File: src/rtl/axi_lite_master_bridge.sv
// axi_lite_master_bridge
//
// Bridges the CPU's single-outstanding native memory port onto an AXI4-Lite
// master. One request is in flight at a time. Writes issue AW and W together
// and let them complete independently. Reads issue AR. The cycle count of each
// completed transaction is reported on last_latency.
//
// Ports
//   clk, rstn           : clock (posedge) and asynchronous active-low reset
//   mem_valid/mem_ready : CPU request handshake (mem_ready is a 1-cycle pulse)
//   mem_instr           : request is an instruction fetch (drives arprot[2])
//   mem_addr/wdata/wstrb: CPU request payload (wstrb == 0 means read)
//   mem_rdata           : read data, valid in the mem_ready cycle of a read
//   mem_axi_aw*/w*/b*   : AXI4-Lite write address / data / response channels
//   mem_axi_ar*/r*      : AXI4-Lite read address / data channels
//   last_latency        : saturating cycle count of the last finished request
module axi_lite_master_bridge #(
  parameter int LAT_W = 16
) (
  input  logic             clk,
  input  logic             rstn,
  input  logic             mem_valid,
  input  logic             mem_instr,
  output logic             mem_ready,
  input  logic [31:0]      mem_addr,
  input  logic [31:0]      mem_wdata,
  input  logic [3:0]       mem_wstrb,
  output logic [31:0]      mem_rdata,
  output logic             mem_axi_awvalid,
  input  logic             mem_axi_awready,
  output logic [31:0]      mem_axi_awaddr,
  output logic [2:0]       mem_axi_awprot,
  output logic             mem_axi_wvalid,
  input  logic             mem_axi_wready,
  output logic [31:0]      mem_axi_wdata,
  output logic [3:0]       mem_axi_wstrb,
  input  logic             mem_axi_bvalid,
  output logic             mem_axi_bready,
  output logic             mem_axi_arvalid,
  input  logic             mem_axi_arready,
  output logic [31:0]      mem_axi_araddr,
  output logic [2:0]       mem_axi_arprot,
  input  logic             mem_axi_rvalid,
  output logic             mem_axi_rready,
  input  logic [31:0]      mem_axi_rdata,
  output logic [LAT_W-1:0] last_latency
);

  typedef enum logic [2:0] {
    IDLE,
    WR_REQ,
    WR_RESP,
    RD_REQ,
    RD_RESP
  } state_t;

  state_t state, state_nxt;

  logic aw_done, w_done;
  logic aw_done_nxt, w_done_nxt;
  logic awvalid_nxt, wvalid_nxt, arvalid_nxt;
  logic bready_nxt, rready_nxt, mem_ready_nxt;
  logic accept, finish;
  logic aw_fire, w_fire, b_fire, ar_fire, r_fire;
  logic [LAT_W-1:0] lat_cnt, lat_inc;

  assign aw_fire = mem_axi_awvalid && mem_axi_awready;
  assign w_fire  = mem_axi_wvalid  && mem_axi_wready;
  assign b_fire  = mem_axi_bvalid  && mem_axi_bready;
  assign ar_fire = mem_axi_arvalid && mem_axi_arready;
  assign r_fire  = mem_axi_rvalid  && mem_axi_rready;

  // Writes are always unprivileged, secure, data accesses.
  assign mem_axi_awprot = 3'b000;

  // Saturating increment; the completing edge reports this value so the
  // handshake cycle itself is included in the latency.
  assign lat_inc = (&lat_cnt) ? lat_cnt : lat_cnt + LAT_W'(1);

  always_ff @(posedge clk or negedge rstn) begin
    if (!rstn) begin
      state           <= IDLE;
      aw_done         <= 1'b0;
      w_done          <= 1'b0;
      mem_axi_awvalid <= 1'b0;
      mem_axi_wvalid  <= 1'b0;
      mem_axi_arvalid <= 1'b0;
      mem_axi_bready  <= 1'b0;
      mem_axi_rready  <= 1'b0;
      mem_ready       <= 1'b0;
    end else begin
      state           <= state_nxt;
      aw_done         <= aw_done_nxt;
      w_done          <= w_done_nxt;
      mem_axi_awvalid <= awvalid_nxt;
      mem_axi_wvalid  <= wvalid_nxt;
      mem_axi_arvalid <= arvalid_nxt;
      mem_axi_bready  <= bready_nxt;
      mem_axi_rready  <= rready_nxt;
      mem_ready       <= mem_ready_nxt;
    end
  end

  always_comb begin
    state_nxt     = state;
    aw_done_nxt   = aw_done;
    w_done_nxt    = w_done;
    awvalid_nxt   = mem_axi_awvalid;
    wvalid_nxt    = mem_axi_wvalid;
    arvalid_nxt   = mem_axi_arvalid;
    bready_nxt    = mem_axi_bready;
    rready_nxt    = mem_axi_rready;
    mem_ready_nxt = 1'b0;
    accept        = 1'b0;
    finish        = 1'b0;
    case (state)
      IDLE: begin
        // !mem_ready stops the still-held request from being taken twice.
        if (mem_valid && !mem_ready) begin
          accept      = 1'b1;
          aw_done_nxt = 1'b0;
          w_done_nxt  = 1'b0;
          if (mem_wstrb != 4'b0000) begin
            awvalid_nxt = 1'b1;
            wvalid_nxt  = 1'b1;
            state_nxt   = WR_REQ;
          end else begin
            arvalid_nxt = 1'b1;
            state_nxt   = RD_REQ;
          end
        end
      end
      WR_REQ: begin
        // AW and W finish independently; either order or the same cycle.
        if (aw_fire) begin
          awvalid_nxt = 1'b0;
          aw_done_nxt = 1'b1;
        end
        if (w_fire) begin
          wvalid_nxt = 1'b0;
          w_done_nxt = 1'b1;
        end
        if ((aw_done || aw_fire) && (w_done || w_fire)) begin
          bready_nxt = 1'b1;
          state_nxt  = WR_RESP;
        end
      end
      WR_RESP: begin
        if (b_fire) begin
          bready_nxt    = 1'b0;
          mem_ready_nxt = 1'b1;
          finish        = 1'b1;
          state_nxt     = IDLE;
        end
      end
      RD_REQ: begin
        if (ar_fire) begin
          arvalid_nxt = 1'b0;
          rready_nxt  = 1'b1;
          state_nxt   = RD_RESP;
        end
      end
      RD_RESP: begin
        if (r_fire) begin
          rready_nxt    = 1'b0;
          mem_ready_nxt = 1'b1;
          finish        = 1'b1;
          state_nxt     = IDLE;
        end
      end
      default: state_nxt = IDLE;
    endcase
  end

  // Request payload is captured only on accept, so the AXI outputs stay
  // stable while their valids are high regardless of what the CPU does.
  always_ff @(posedge clk or negedge rstn) begin
    if (!rstn) begin
      mem_axi_awaddr <= '0;
      mem_axi_wdata  <= '0;
      mem_axi_wstrb  <= '0;
      mem_axi_araddr <= '0;
      mem_axi_arprot <= '0;
      mem_rdata      <= '0;
      lat_cnt        <= '0;
      last_latency   <= '0;
    end else begin
      if (accept) begin
        mem_axi_awaddr <= mem_addr;
        mem_axi_wdata  <= mem_wdata;
        mem_axi_wstrb  <= mem_wstrb;
        mem_axi_araddr <= mem_addr;
        mem_axi_arprot <= {mem_instr, 2'b00};
        lat_cnt        <= '0;
      end else if (state != IDLE) begin
        lat_cnt <= lat_inc;
      end
      if (r_fire) begin
        mem_rdata <= mem_axi_rdata;
      end
      if (finish) begin
        last_latency <= lat_inc;
      end
    end
  end

endmodule

File: config.mk
export PLATFORM = sky130hd
export DESIGN_NAME = axi_lite_master_bridge
export DESIGN_NICKNAME = d
export VERILOG_FILES = /design/src/rtl/axi_lite_master_bridge.sv
export SDC_FILE = /design/constraint.sdc
export NUM_CORES = 1
export LEC_CHECK = 0
export ABC_AREA = 0
export BUFFER_PORTS_ARGS = -buffer_cell sky130_fd_sc_hd__buf_4
export CAP_MARGIN = 20
export CELL_PAD_IN_SITES_DETAIL_PLACEMENT = 1
export CELL_PAD_IN_SITES_GLOBAL_PLACEMENT = 1
export CORE_ASPECT_RATIO = 0.6
export CORE_MARGIN = 1.5
export CORE_UTILIZATION = 36
export DETAILED_ROUTE_END_ITERATION = 10
export PLACE_DENSITY_LB_ADDON = 0.1
export SLEW_MARGIN = 20
export SYNTH_ARGS = -nofsm -noshare
export SYNTH_HDL_FRONTEND = slang
export SYNTH_SLANG_ARGS = --single-unit
File: constraint.sdc
create_clock -name clk -period 4.6 [get_ports clk]
set_input_delay 0.92 -clock clk [delete_from_list [all_inputs] [get_ports clk]]
set_output_delay 0.92 -clock clk [all_outputs]
set_load 0.02 [all_outputs]
# After elaboration in Yosys (flattened, before gate mapping)
# Cells that the tools add are included.
# word_totals
out_inout_bits	160
reg_bits	144
word_cells	93
input_bits	109
# classes
add_sub_neg	1
n_eq_ne	13
n_mux	36
n_reduce_logical	27
# ops
cell	count
16-bit 2-to-1 mux	3
1-bit 2-to-1 mux	18
2-bit != test, second input constant	9
16-bit by 1-bit adder with 16-bit output, second input constant	1
1-bit one-hot mux with 2 select lines	8
16-bit AND reduction	1
3-bit 2-to-1 mux	5
3-bit one-hot mux with 5 select lines	1
3-bit AND reduction	4
4-bit AND reduction	3
2-bit nonzero test	5
1-bit logical AND	7
3-bit by 2-bit equality test with 1-bit output, second input constant	2
5-bit AND reduction	1
4-bit nonzero test	1
3-bit by 1-bit equality test with 1-bit output, second input constant	1
3-bit equality test, second input constant	1
3-bit zero test	1
3-bit nonzero test	1
1-bit logical OR	2
2-bit 2-to-1 mux	1
1-bit zero test	1

# Longest topological paths before layout
# logic_depth
depth_word	5
ltp_mapped	8
ltp_nobuf	5

# Worst setup path before layout
# Ideal clock, no wire load.
# synth_path
path_kind	input to register
startpoint	in mem_wstrb[1]
endpoint	reg mem_axi_awvalid
setup_ns	0.144
path_buffers	0
required_ns	4.456
arrival_time_ns	1.965
path_stages	4
path_slack_ns	2.491
cell_sequence	or4_1 or2_2 a21oi_1 o21ai_0
# synth_between
elab_chain_len	3
# synth_lines
item	line_no	text
from (decl)	27	input logic [3:0] mem_wstrb,
4-bit nonzero test	123	if (mem_wstrb != 4'b0000) begin
2-bit != test (no line)	n/a	
4-bit AND reduction (no line)	n/a	
to (signal assigned)	95	mem_axi_awvalid <= awvalid_nxt;
to (decl)	29	output logic mem_axi_awvalid,
# Every way passes these cells.
# A chain may end at the register's enable or synchronous reset.

# Worst setup path after layout
# layout_path
startpoint	reg state[2]
endpoint	reg mem_axi_wdata[11]
# layout_between
elab_chain_len	2
# layout_lines
item	line_no	text
from (decl)	57	state_t state, state_nxt;
from (signal assigned)	92	state <= state_nxt;
3-bit zero test	116	case (state)
1-bit 2-to-1 mux	116	
to (signal assigned)	190	mem_axi_wdata <= mem_wdata;
to (decl)	35	output logic [31:0] mem_axi_wdata,
# Every way passes these cells.

==> metrics.yaml <==
sta:
  finalSetupTns_ns: 0
  post-route-period-util: 0.635
  fmax_ghz: 0.343
  maxSlewViolCount: 0
  worst_slew_pin_slew_ns: 0.942
  finalSetupViolCount: 0
  max_slew_margin: 0.367
  rsz0062_at_grt: "false"
  hold_violations: 0
  period_needed_ns: 2.92
  finClkSkew_ns: 0.00816
  setup_ws_ns: 1.68
place:
  pre_cts_ws_ns: 1.69
  dp_hpwl_mm: 12.7
  gp_congestion: 0.791
  port_buffers: 263
  placed_area_mm2: 0.00830
global_routing:
  grt_pass1_vias: 5225
  antenna_found_initial: 0
  grt_start_max_net_pins: 88
  grt_overflow: 0
  groute.usage.overall: 0.194
  grt_pass1_wl_mm: 27.8
yosys:
  synth_cells: 514
  ys_seq_area_frac: 0.563
  synth_cell_types: 57
  synth_edf_count: 0
  syn_area_per_cell_um2: 12.5
  async_flop_share: 1.00
  synth_warnings: 0
  ys_ff_latch: 144
  yosys_most_used_dff: "dfrtp_1"
  syn_area_mm2: 0.00640
final_layout:
  drive_gt1_frac: 0.545
  fin_area_mm2: 0.00889
  areaGrowthSynthToFinish_pct: 38.9
  finish.net_count: 848
  fillers: 1843
  antenna_cells: 0
  final_util: 0.515
critical_path:
  endpoint_kind: "flop"
  cp.arrival_ns: 3.22
  worstPathRequired_ns: 4.90
  cpPeakStageDelay_ns: 0.83
  worstPathMaxFanout: 40
  critPathKind: "flop to flop"
  cpMaxStageDelayCell: "nor2_4"
  cp-start-kind: "flop"
  cp_top_family: "simple AND/OR/NAND/NOR gates"
  path_buf_inv: 1
  crit_chain: "or3_1 > nor2_4 > buf_12 > mux2_2"
drt:
  drt-met1-wl_mm: 7.38
  antenna_left: 0
  vias_per_cell: 4.90
  routed-wl-met2_mm: 8.42
  drc: 0
  routed.top_layer: "met4"
  wl_mm: 17.4
  vias: 4818
  dr_wl_met3_mm: 1.39
  wl_per_cell_um: 17.7
  drt-pass1-iter-count: 4
  drt-initial-drc-count: 164
clocking:
  ctsResizeCount: 0
  numCtsBuffers: 17
  cts_tree: "done"
  clock_latency_ns: 0.42
  clock-root-buffer: "clkbuf_16"
  clock_path_buffers: 2
  clkSinkCount: 144
  cts.hold.buffers_added: 0
  cts_setup_buffers: 0
  htreeDepth: 4
  clk_pin_slew_ns: 0.06
floorplanning:
  rows: 37
  ios: 269
  die_y_um: 106
  start_util: 0.371
  die-area_mm2: 0.0186
  die_w_um: 175
  core_mm2: 0.0173
power_and_ir_drop:
  p_leak_nw: 4.14
  ir_drop_mv: 0.393
  powerDensity_mw_per_mm2: 769
  p_total_mw: 6.83
outcome:
  status: "finished clean"
flow_run:
  cap_violations: 0
worst_hold_path:
  hold_class: "flop to flop"
[where the power goes]
part           leakage, nW  switching [mW]  total (mW)  internal [mW]
logic                 2.10            1.68        3.16           1.48
registers             1.75           0.423        2.26           1.84
clock network        0.291           0.535        1.41          0.874
total                 4.14            2.64        6.83           4.19
[Yosys cell counts, drive strengths merged, types with 3 or more instances]
library cell	instances	area [um^2]
or4	3	26.3
dfrtp	144	3600
nor2	16	67.6
a21o	4	30.0
nor4	5	43.8
mux2	101	1140
buf	58	405
or3	5	31.3
inv	6	22.5
a31oi	15	93.8
nor3	8	45.0
and2	3	18.8
a21oi	21	105
nand4	8	77.6
xnor2	5	43.8
o31ai	4	30.0
nand2	26	97.6
clkbuf	9	35.0
o21ai	28	140
nand3	10	62.6
[cell usage in the layout, fill, tap and decap left out, types with 3 or more instances in the layout]
cell	instances
a21o_1	4
mux2_2	99
nand2_1	26
clkinv_2	5
a31oi_1	15
nand3_1	9
bufinv_16	3
clkbuf_16	17
nor2_1	15
or3_1	5
xnor2_1	5
nor4_1	3
nand4_1	5
nor3_1	7
and2_1	3
conb_1	5
a21oi_1	21
buf_4	266
inv_1	6
dfrtp_1	144
o21ai_0	26
o31ai_1	4
[sequential cells by signal, indices dropped and copies added (netlist names), 3 cells and up]
signal / count
state: 3
last_latency: 16
mem_axi_wdata: 32
mem_axi_araddr: 32
mem_axi_wstrb: 4
mem_rdata: 32
lat_cnt: 16
[path summary, 6_finish.rpt]
check                           startpoint                 to  slack [ns]  depth (start not counted)
setup / recovery                  state[2]  mem_axi_wdata[11]        1.68                          4
hold / removal             last_latency[3]    last_latency[3]        0.49                          1
setup reg to reg                  state[2]  mem_axi_wdata[11]        1.68                          4
hold reg to reg            last_latency[3]    last_latency[3]        0.49                          1
max in group asynchronous             rstn  mem_axi_wdata[22]        3.05                          2
min in group asynchronous             rstn  mem_axi_araddr[0]        0.54                          1
[per-layer routing]
metal | track usage | vias up
met5 | 0 | -
met1 | 0.233 | 2419
met4 | 0.0641 | 0
li1 | - | 2250
met3 | 0.0762 | 14
met2 | 0.319 | 135
[layout make-up]
cell class,instances,area (um^2),share of cell area
sequential,144,3600,0.405
multi-input combinational,301,2350,0.264
timing repair buffer,268,2030,0.228
clock buffer,20,457,0.0514
tap,234,293,0.0329
clock inverter,11,139,0.0156
inverter,6,22.5,0.00253
[cell families after synthesis]
group | after synthesis | synth area share
flip-flops | 144 | 0.563
buffers and inverters | 73 | 0.0723
multiplexers | 103 | 0.181
other | 1 | 0.000586
adder cells (fa/ha/maj) | 1 | 0.00195
AND/OR/NAND/NOR | 97 | 0.0881
AO/OA/AOI/OAI | 89 | 0.0852
XOR/XNOR | 6 | 0.00821
[metrics by stage]
step                hold slack, ns  std cells
floorplan                    0.484        518
global placement             0.476        953
detailed placement           0.476        953
CTS                          0.492        984
global route                 0.514        984
finish                       0.488        984
(Power assumes the default switching activity.)
